`config.mk`:
```
export PLATFORM = sky130hd
export DESIGN_NAME = correlation_accumulator_flat
export DESIGN_NICKNAME = d
export VERILOG_FILES = /design/src/rtl/correlation_accumulator_if.sv /design/src/rtl/correlation_accumulator.sv /design/src/flat_wrapper.sv
export SDC_FILE = /design/constraint.sdc
export NUM_CORES = 2
export LEC_CHECK = 0
export BUFFER_PORTS_ARGS = -buffer_cell sky130_fd_sc_hd__buf_2
export CAP_MARGIN = 20
export CORE_AREA = 5 5 354 356
export CTS_CLUSTER_DIAMETER = 50
export DETAILED_ROUTE_END_ITERATION = 8
export DIE_AREA = 0 0 359 361
export PLACE_DENSITY = 0.42
export SKIP_LAST_GASP = 1
export SYNTH_ARGS = -nofsm -noshare
export SYNTH_HDL_FRONTEND = slang
export SYNTH_SLANG_ARGS = --single-unit
export TNS_END_PERCENT = 50
```
`constraint.sdc`:
```
create_clock -name CLK -period 12.3 [get_ports CLK]
set_clock_uncertainty 0.05 [all_clocks]
set_input_delay 0.615 -clock CLK [delete_from_list [all_inputs] [get_ports CLK]]
set_output_delay 0.615 -clock CLK [all_outputs]
set_load 0.01 [all_outputs]
```
`src/rtl/correlation_accumulator_if.sv`:
```
// Line-in / window-sums-out handshake bundle for correlation_accumulator.
// The upstream stage and window consumer take the master side; the accumulator takes the slave side.
interface correlation_accumulator_if #(
    parameter int PIXEL_SIZE    = 8,
    parameter int LINE_SIZE     = 8,
    parameter int NUM_TEMPLATES = 4,
    parameter int NUM_LINES     = 8
);
    localparam int PROD_W = 2 * PIXEL_SIZE;
    localparam int ACC_W  = PROD_W + $clog2(LINE_SIZE) + $clog2(NUM_LINES);
    localparam int CNT_W  = $clog2(NUM_LINES) + 1;

    logic              in_valid;
    logic              in_ready;
    logic [PROD_W-1:0] I_square_in_line [LINE_SIZE];
    logic [PROD_W-1:0] I_in_line        [LINE_SIZE];
    logic [PROD_W-1:0] T_x_I_in_lines_transpose [NUM_TEMPLATES][LINE_SIZE];

    logic              out_valid;
    logic              out_ready;
    logic [ACC_W-1:0]  sum_I_square;
    logic [ACC_W-1:0]  sum_I;
    logic [ACC_W-1:0]  sum_T_x_I [NUM_TEMPLATES];
    logic [CNT_W-1:0]  line_cnt;

    modport master (
        output in_valid, I_square_in_line, I_in_line, T_x_I_in_lines_transpose, out_ready,
        input  in_ready, out_valid, sum_I_square, sum_I, sum_T_x_I, line_cnt
    );

    modport slave (
        input  in_valid, I_square_in_line, I_in_line, T_x_I_in_lines_transpose, out_ready,
        output in_ready, out_valid, sum_I_square, sum_I, sum_T_x_I, line_cnt
    );
endinterface

```
`src/rtl/correlation_accumulator.sv`:
```
// Accumulates NUM_LINES lines of I^2, I and per-template T*I sums into one window,
// then holds the window sums until the consumer takes them.
module correlation_accumulator #(
    parameter int PIXEL_SIZE    = 8,
    parameter int LINE_SIZE     = 8,
    parameter int NUM_TEMPLATES = 4,
    parameter int NUM_LINES     = 8
) (
    input logic                       CLK,
    input logic                       RST,
    correlation_accumulator_if.slave  bus
);
    localparam int PROD_W = 2 * PIXEL_SIZE;
    localparam int ACC_W  = PROD_W + $clog2(LINE_SIZE) + $clog2(NUM_LINES);
    localparam int CNT_W  = $clog2(NUM_LINES) + 1;
    localparam logic [CNT_W-1:0] LAST_LINE = CNT_W'(NUM_LINES - 1);

    typedef enum logic {ACCUM, HOLD} state_t;

    state_t           state;
    logic             in_ready_q;
    logic             out_valid_q;
    logic [CNT_W-1:0] line_cnt_q;
    logic [ACC_W-1:0] acc_sq;
    logic [ACC_W-1:0] acc_i;
    logic [ACC_W-1:0] acc_t [NUM_TEMPLATES];

    logic [ACC_W-1:0] line_sq;
    logic [ACC_W-1:0] line_i;
    logic [ACC_W-1:0] line_t [NUM_TEMPLATES];
    logic             accept;

    // NOTE: blocking assignments here chain the adds within one evaluation; the
    // defaults written first keep every path assigned, so no latch is inferred.
    always_comb begin
        line_sq = '0;
        line_i  = '0;
        for (int t = 0; t < NUM_TEMPLATES; t++) line_t[t] = '0;
        for (int p = 0; p < LINE_SIZE; p++) begin
            line_sq = line_sq + ACC_W'(bus.I_square_in_line[p]);
            line_i  = line_i  + ACC_W'(bus.I_in_line[p]);
            for (int t = 0; t < NUM_TEMPLATES; t++)
                line_t[t] = line_t[t] + ACC_W'(bus.T_x_I_in_lines_transpose[t][p]);
        end
    end

    assign accept = in_ready_q && bus.in_valid;

    // NOTE: non-blocking assignments so every register samples pre-edge values.
    always_ff @(posedge CLK) begin
        if (RST) begin
            state       <= ACCUM;
            in_ready_q  <= 1'b1;
            out_valid_q <= 1'b0;
            line_cnt_q  <= '0;
            acc_sq      <= '0;
            acc_i       <= '0;
            for (int t = 0; t < NUM_TEMPLATES; t++) acc_t[t] <= '0;
        end else begin
            case (state)
                ACCUM: begin
                    if (accept) begin
                        acc_sq     <= acc_sq + line_sq;
                        acc_i      <= acc_i + line_i;
                        for (int t = 0; t < NUM_TEMPLATES; t++) acc_t[t] <= acc_t[t] + line_t[t];
                        line_cnt_q <= line_cnt_q + CNT_W'(1);
                        if (line_cnt_q == LAST_LINE) begin
                            state       <= HOLD;
                            in_ready_q  <= 1'b0;
                            out_valid_q <= 1'b1;
                        end
                    end
                end
                HOLD: begin
                    // Window is consumed: clear so the next window starts from zero.
                    if (bus.out_ready) begin
                        state       <= ACCUM;
                        in_ready_q  <= 1'b1;
                        out_valid_q <= 1'b0;
                        line_cnt_q  <= '0;
                        acc_sq      <= '0;
                        acc_i       <= '0;
                        for (int t = 0; t < NUM_TEMPLATES; t++) acc_t[t] <= '0;
                    end
                end
            endcase
        end
    end

    // The accumulators double as the outputs: partial sums in ACCUM, final sums in HOLD.
    assign bus.in_ready     = in_ready_q;
    assign bus.out_valid    = out_valid_q;
    assign bus.line_cnt     = line_cnt_q;
    assign bus.sum_I_square = acc_sq;
    assign bus.sum_I        = acc_i;
    assign bus.sum_T_x_I    = acc_t;
endmodule

```
`src/flat_wrapper.sv`:
```
// flat-port wrapper written by rule: the top's interface ports become plain ports
module correlation_accumulator_flat 
#(
    parameter int PIXEL_SIZE    = 8,
    parameter int LINE_SIZE     = 8,
    parameter int NUM_TEMPLATES = 4,
    parameter int NUM_LINES     = 8
)
  (CLK, RST, bus_in_valid, bus_I_square_in_line, bus_I_in_line, bus_T_x_I_in_lines_transpose, bus_out_ready, bus_in_ready, bus_out_valid, bus_sum_I_square, bus_sum_I, bus_sum_T_x_I, bus_line_cnt);
  correlation_accumulator_if #(.PIXEL_SIZE(PIXEL_SIZE), .LINE_SIZE(LINE_SIZE), .NUM_TEMPLATES(NUM_TEMPLATES), .NUM_LINES(NUM_LINES)) bus_i ();
  input logic CLK;
  input logic RST;
  input wire logic [$bits(bus_i.in_valid)-1:0] bus_in_valid;
  input wire logic [$bits(bus_i.I_square_in_line)-1:0] bus_I_square_in_line;
  input wire logic [$bits(bus_i.I_in_line)-1:0] bus_I_in_line;
  input wire logic [$bits(bus_i.T_x_I_in_lines_transpose)-1:0] bus_T_x_I_in_lines_transpose;
  input wire logic [$bits(bus_i.out_ready)-1:0] bus_out_ready;
  output wire logic [$bits(bus_i.in_ready)-1:0] bus_in_ready;
  output wire logic [$bits(bus_i.out_valid)-1:0] bus_out_valid;
  output wire logic [$bits(bus_i.sum_I_square)-1:0] bus_sum_I_square;
  output wire logic [$bits(bus_i.sum_I)-1:0] bus_sum_I;
  output wire logic [$bits(bus_i.sum_T_x_I)-1:0] bus_sum_T_x_I;
  output wire logic [$bits(bus_i.line_cnt)-1:0] bus_line_cnt;
  assign bus_i.in_valid = bus_in_valid;
  assign bus_i.I_square_in_line = {>>{bus_I_square_in_line}};
  assign bus_i.I_in_line = {>>{bus_I_in_line}};
  assign bus_i.T_x_I_in_lines_transpose = {>>{bus_T_x_I_in_lines_transpose}};
  assign bus_i.out_ready = bus_out_ready;
  assign bus_in_ready = bus_i.in_ready;
  assign bus_out_valid = bus_i.out_valid;
  assign bus_sum_I_square = bus_i.sum_I_square;
  assign bus_sum_I = bus_i.sum_I;
  assign bus_sum_T_x_I = {>>{bus_i.sum_T_x_I}};
  assign bus_line_cnt = bus_i.line_cnt;
  correlation_accumulator #(.PIXEL_SIZE(PIXEL_SIZE), .LINE_SIZE(LINE_SIZE), .NUM_TEMPLATES(NUM_TEMPLATES), .NUM_LINES(NUM_LINES)) u_core (.CLK(CLK), .RST(RST), .bus(bus_i));
endmodule
```
# == Word-level counts from Yosys, hierarchy flattened ==
# Index checks and enable logic that the tools add are counted.
# word_totals
register_bits,139
wordCells,90
# op_classes
n_addsub,49
n_eq_ne,4
mux,23
bitwise_logic,1
reduce_logical,3
# ops
cell,count
22-bit by 16-bit adder with 22-bit output,36
88-bit two-way mux,2
88-bit one-hot mux with 2 select lines,1
22-bit adder,6
16-bit by 16-bit adder with 17-bit output,6
22-bit one-hot mux with 2 select lines,2
22-bit two-way mux,3
1-bit two-way mux,9
4-bit two-way mux,2
4-bit one-hot mux with 2 select lines,1
1-bit one-hot mux with 2 select lines,3
"4-bit by 1-bit adder with 4-bit output, second input constant",1
"4-bit by 3-bit equality test with 1-bit output, second input constant",1
"2-bit by 1-bit != test with 1-bit output, second input constant",2
3-bit AND reduction,1
"2-bit != test, second input constant",1
2-bit AND reduction,1
1-bit logical AND,1
1-bit NOT,1

# == Longest topological paths before layout ==
# depth
word_depth,10
mapped_depth,26
depth_no_buf,26

# == Least setup slack after synthesis ==
# No wires, ideal clock.
# synth_timing
path_kind,input -> register
startpoint,in bus_T_x_I_in_lines_transpose[224]
endpoint,"reg u_core.acc_t, in the netlist u_core.bus.sum_T_x_I[43]"
t_arrival_ns,5.987
required_time_ns,12.188
setup_slack_ns,6.201
path_stages,26
path_buffers,0
path_cell_list,ha_1 -> inv_1 -> fa_1 -> nor2b_1 -> o21ai_1 -> a21boi_1 -> o211ai_1 -> a211oi_1 -> o31a_1 -> nor2_1 -> xnor2_1 -> fa_1 -> inv_1 -> fa_1 -> fa_1 -> inv_1 -> fa_1 -> ha_1 -> nand2_1 -> nor3_1 -> and4_1 -> a211oi_2 -> o21ai_1 -> nand4_1 -> or4_1 -> nand3_1
# synth_between
elab_chain_len,10
# synth_lines
item,line_no,source
start: declaration,flat_wrapper.sv:16,input wire logic [$bits(bus_i.T_x_I_in_lines_transpose)-1:0] bus_T_x_I_in_lines_transpose;
16-bit by 16-bit adder with 17-bit output,correlation_accumulator.sv:43,line_t[t] = line_t[t] + ACC_W'(bus.T_x_I_in_lines_transpose[t][p]);
22-bit by 16-bit adder with 22-bit output (6 in a row),correlation_accumulator.sv:43,
22-bit adder,correlation_accumulator.sv:65,for (int t = 0; t < NUM_TEMPLATES; t++) acc_t[t] <= acc_t[t] + line_t[t];
88-bit two-way mux,correlation_accumulator.sv:62,if (accept) begin
88-bit one-hot mux with 2 select lines,correlation_accumulator.sv:60,case (state)
end: declaration,correlation_accumulator.sv:26,logic [ACC_W-1:0] acc_t [NUM_TEMPLATES];
# No other way between the ends. The select of a mux whose other input is x is not followed.
# A chain may end at the register's enable or synchronous reset.

# == Final worst setup path ==
# layout_timing
startpoint,in bus_I_in_line[96]
endpoint,reg u_core.acc_i[21] (netlist: u_core.bus.sum_I[21])
# layout_between
elab_chain_len,10
# layout_lines
item,line_no,source
start: declaration,flat_wrapper.sv:15,input wire logic [$bits(bus_i.I_in_line)-1:0] bus_I_in_line;
16-bit by 16-bit adder with 17-bit output,correlation_accumulator.sv:41,line_i = line_i + ACC_W'(bus.I_in_line[p]);
22-bit by 16-bit adder with 22-bit output (6 in a row),correlation_accumulator.sv:41,
22-bit adder,correlation_accumulator.sv:64,acc_i <= acc_i + line_i;
22-bit two-way mux,correlation_accumulator.sv:62,
22-bit one-hot mux with 2 select lines,correlation_accumulator.sv:60,
end signal: assignment,correlation_accumulator.sv:64,
end: declaration,correlation_accumulator.sv:25,logic [ACC_W-1:0] acc_i;
# No other way between the ends. The select of a mux whose other input is x is not followed.

==> impl_metrics.env <==
export IMPL_status="finished, final reports clean"
export IMPL_root_buffer="clkbuf_16"
export IMPL_die_h_um=361
export IMPL_h_tree_depth=4
export IMPL_synth_flop_cell="dfxtp_1"
export IMPL_max_freq_mhz=152
export IMPL_async_reset_ff_frac=0
export IMPL_die_area_sq_um=130000
export IMPL_clkTransAtPathRegs_ps=80
export IMPL_post_synth_cell_area_avg_sq_um=9.00
export IMPL_insertion_delay_ps=480
export IMPL_min_path_type="in -> reg"
export IMPL_hold_violations=0
export IMPL_synth_nets=4843
export IMPL_critPathArrivalTime_ps=6930
export IMPL_post_drt_via_cell_ratio=4.20
export IMPL_wl_per_cell_um=18.6
export IMPL_synth_seq_cells=139
export IMPL_end_kind="flip-flop"
export IMPL_required_ps=12670
export IMPL_final_util=0.298
export IMPL_grt_pass1_vias=26700
export IMPL_yosys_area_top_type_share=0.398
export IMPL_hold_start="bus_in_valid"
export IMPL_drtIter0Drc=933
export IMPL_top_level_ports=910
export IMPL_reg2reg_to="u_core.bus.sum_I[20]$_SDFFE_PP0P_"
export IMPL_nFillCells=13400
export IMPL_num_vias=24200
export IMPL_critPathLaunchType="primary input"
export IMPL_clockBufferDepth=2
export IMPL_drive_gt1_frac=0.237
export IMPL_rrSetupSlack_ps=7450
export IMPL_cts_sinks=139
export IMPL_start_util=0.239
export IMPL_setup_violations=0
export IMPL_syn_to_final_growth_pct=24.7
export IMPL_maxCapViolations=0
export IMPL_min_period_over_period=0.533
export IMPL_syn_area_sq_um=29000
export IMPL_place_area_sq_um=35500
export IMPL_rsz0062_at_grt="false"
export IMPL_grt_max_degree=53
export IMPL_grt_overflow_total=0
export IMPL_grt_antenna_before_repair=26
export IMPL_synth_seq_area_share=0.0961
export IMPL_cts_tree="built"
export IMPL_critical_path_class="in -> reg"
export IMPL_place_congestion=0.905
export IMPL_relSlewSlack=0.459
export IMPL_synth_area_top_cells="fa_1 40%, inv_1 12%, ha_1 12%"
export IMPL_whs_path_depth=3
export IMPL_grt_pass1_wl_mm=161
export IMPL_io_buffers=909
export IMPL_drc=0
export IMPL_maxSlewViolCount=0
export IMPL_hold_path_end="u_core.state$_SDFF_PP0_"
export IMPL_hpwlAfterDp_mm=97.7
export IMPL_cts_post_setup_buffers_inserted=0
export IMPL_syn_inst=3218
export IMPL_p_leak_nw=19.3
export IMPL_cp_max_fo=5
export IMPL_numCtsBuffers=17
export IMPL_grtUsageTotal=0.164
export IMPL_postRouteAntennaNets=0
export IMPL_tns_ps=0
export IMPL_tightest_slew_ps=811
export IMPL_core_sq_um=121000
export IMPL_nets=5734
export IMPL_vdd_drop_max_v=0.000197
export IMPL_drt_wl_total_mm=107
export IMPL_fin_crit_ps=6560
export IMPL_ctsResizeCount=0
export IMPL_ys_types=68
export IMPL_die_w_um=359
export IMPL_yosys_warnings=0
export IMPL_r2r_start="u_core.bus.sum_I[2]$_SDFFE_PP0P_"
export IMPL_fin_area_sq_um=36100
export IMPL_hold_buffers=0
export IMPL_ff2ff_path_depth=15
export IMPL_power_density_nw_per_um2=340
export IMPL_fp_row_count=128
export IMPL_synth_edf_count=0
export IMPL_yosysTopAreaCell="fa_1"
export IMPL_dr_pass1_iters=6
==> how the worst max path moves through the flow <==
stage | startpoint | to | depth (start not counted)
6_report | bus_I_in_line[96] | u_core.bus.sum_I[21]$_SDFFE_PP0P_ | 24
5_1_grt | bus_I_in_line[96] | u_core.bus.sum_I[21]$_SDFFE_PP0P_ | 24
4_1_cts | bus_I_in_line[112] | u_core.bus.sum_I[21]$_SDFFE_PP0P_ | 24
3_5_place_dp | bus_I_in_line[112] | u_core.bus.sum_I[21]$_SDFFE_PP0P_ | 24
3_3_place_gp | bus_I_in_line[112] | u_core.bus.sum_I[21]$_SDFFE_PP0P_ | 24
2_1_floorplan | bus_T_x_I_in_lines_transpose[224] | u_core.bus.sum_T_x_I[43]$_SDFFE_PP0P_ | 26
==> kinds of logic after synthesis <==
group,Yosys count,share of synthesized area
AND/OR/NAND/NOR,469,0.0743
multiplexers,5,0.00173
buffers and inverters,997,0.129
XOR/XNOR,168,0.0508
flip-flops,139,0.0961
AO/OA/AOI/OAI,587,0.130
adder cells (fa/ha/maj),853,0.518
==> registers in the layout, summed over array words and instances, names as in the netlist <==
name,count
u_core.bus.in_ready,1
u_core.bus.line_cnt,4
u_core.bus.out_valid,1
u_core.bus.sum_I,22
u_core.bus.sum_I_square,22
u_core.bus.sum_T_x_I,88
u_core.state,1
==> power breakdown <==
group | switching, W | total, W | internal [W]
clock | 0.000261 | 0.000570 | 0.000309
sequential | 0.000132 | 0.000746 | 0.000614
combinational | 0.00623 | 0.0110 | 0.00475
total | 0.00662 | 0.0123 | 0.00567
==> layout make-up <==
class                   instances  area [sq um]  area share
inverters                     951          3570      0.0988
clock inverters                14           161     0.00447
well taps                    1625          2030      0.0563
multi-input cells            2082         22500       0.622
flip-flops and latches        139          2780      0.0770
repair buffers                918          4630       0.128
clock buffers                  18           439      0.0122
diodes                          9          22.5    0.000624
==> stage by stage <==
stage	hold WS (ps)	power, W	setup WS (ps)	instances
detailed placement	409	0.0118	5250	5715
finish	375	0.0123	5740	5756
CTS	319	0.0125	5790	5747
global placement	398	0.0118	5330	5714
global route	352	0.0140	5310	5752
floorplan	432	0.00912	6200	3218
==> synth_stat cells (all sizes together), types with 3 or more instances <==
cell type / instances
buf: 5
and2: 5
a211oi: 20
nand4b: 5
nor3b: 3
nand4: 13
xor2: 57
ha: 277
a41oi: 4
a211o: 7
a32o: 3
a22o: 5
o21a: 30
fa: 576
o211ai: 16
or3: 6
nand2: 131
o31ai: 8
nor2: 182
o2111ai: 3
or2: 4
nor4b: 6
nor2b: 25
a21boi: 5
nand3b: 4
dfxtp: 139
nor4: 4
nand2b: 17
o21ai: 133
a31oi: 18
o21bai: 22
a221oi: 5
nand3: 25
a21o: 68
clkbuf: 41
and3: 6
xnor2: 111
a22oi: 52
a31o: 6
nor3: 28
inv: 950
a21oi: 162
mux2i: 5
==> layer usage <==
| layer | up-vias | routed length [um] | global-route usage |
|---|---|---|---|
| li1 | 11700 | - | - |
| met4 | 20 | 2470 | 0.0428 |
| met2 | 643 | 54900 | 0.296 |
| met5 | - | 115 | 0 |
| met3 | 97 | 6610 | 0.0439 |
| met1 | 11700 | 43100 | 0.194 |
==> critical path: stages <==
cell and delay (ps):
buf_2 90, ha_1 150, inv_1 50, fa_1 420, nor2b_1 390, o21ai_1 200, a21oi_1 170, nor2_1 90
o21ai_1 350, xnor2_1 210, fa_1 460, inv_1 80, fa_1 420, fa_1 490, inv_1 50, fa_1 430
ha_1 360, a2111oi_0 420, o21ai_1 190, a221oi_1 480, o31ai_1 200, a221oi_1 350, nand4b_1 130, o211ai_1 120
==> cells in the final DEF, fill, tap and decap left out, drive strengths merged, types with 22 or more instances in the layout <==
master,synthesis,layout
inv,950,956
buf,5,918
fa,576,576
ha,277,277
nor2,182,182
a21oi,162,162
dfxtp,139,139
o21ai,133,133
nand2,131,131
xnor2,111,111
a21o,68,68
xor2,57,57
a22oi,52,52
o21a,30,30
nor3,28,28
nor2b,25,25
nand3,25,25
o21bai,22,22
Power figures use the tool's default switching activity.
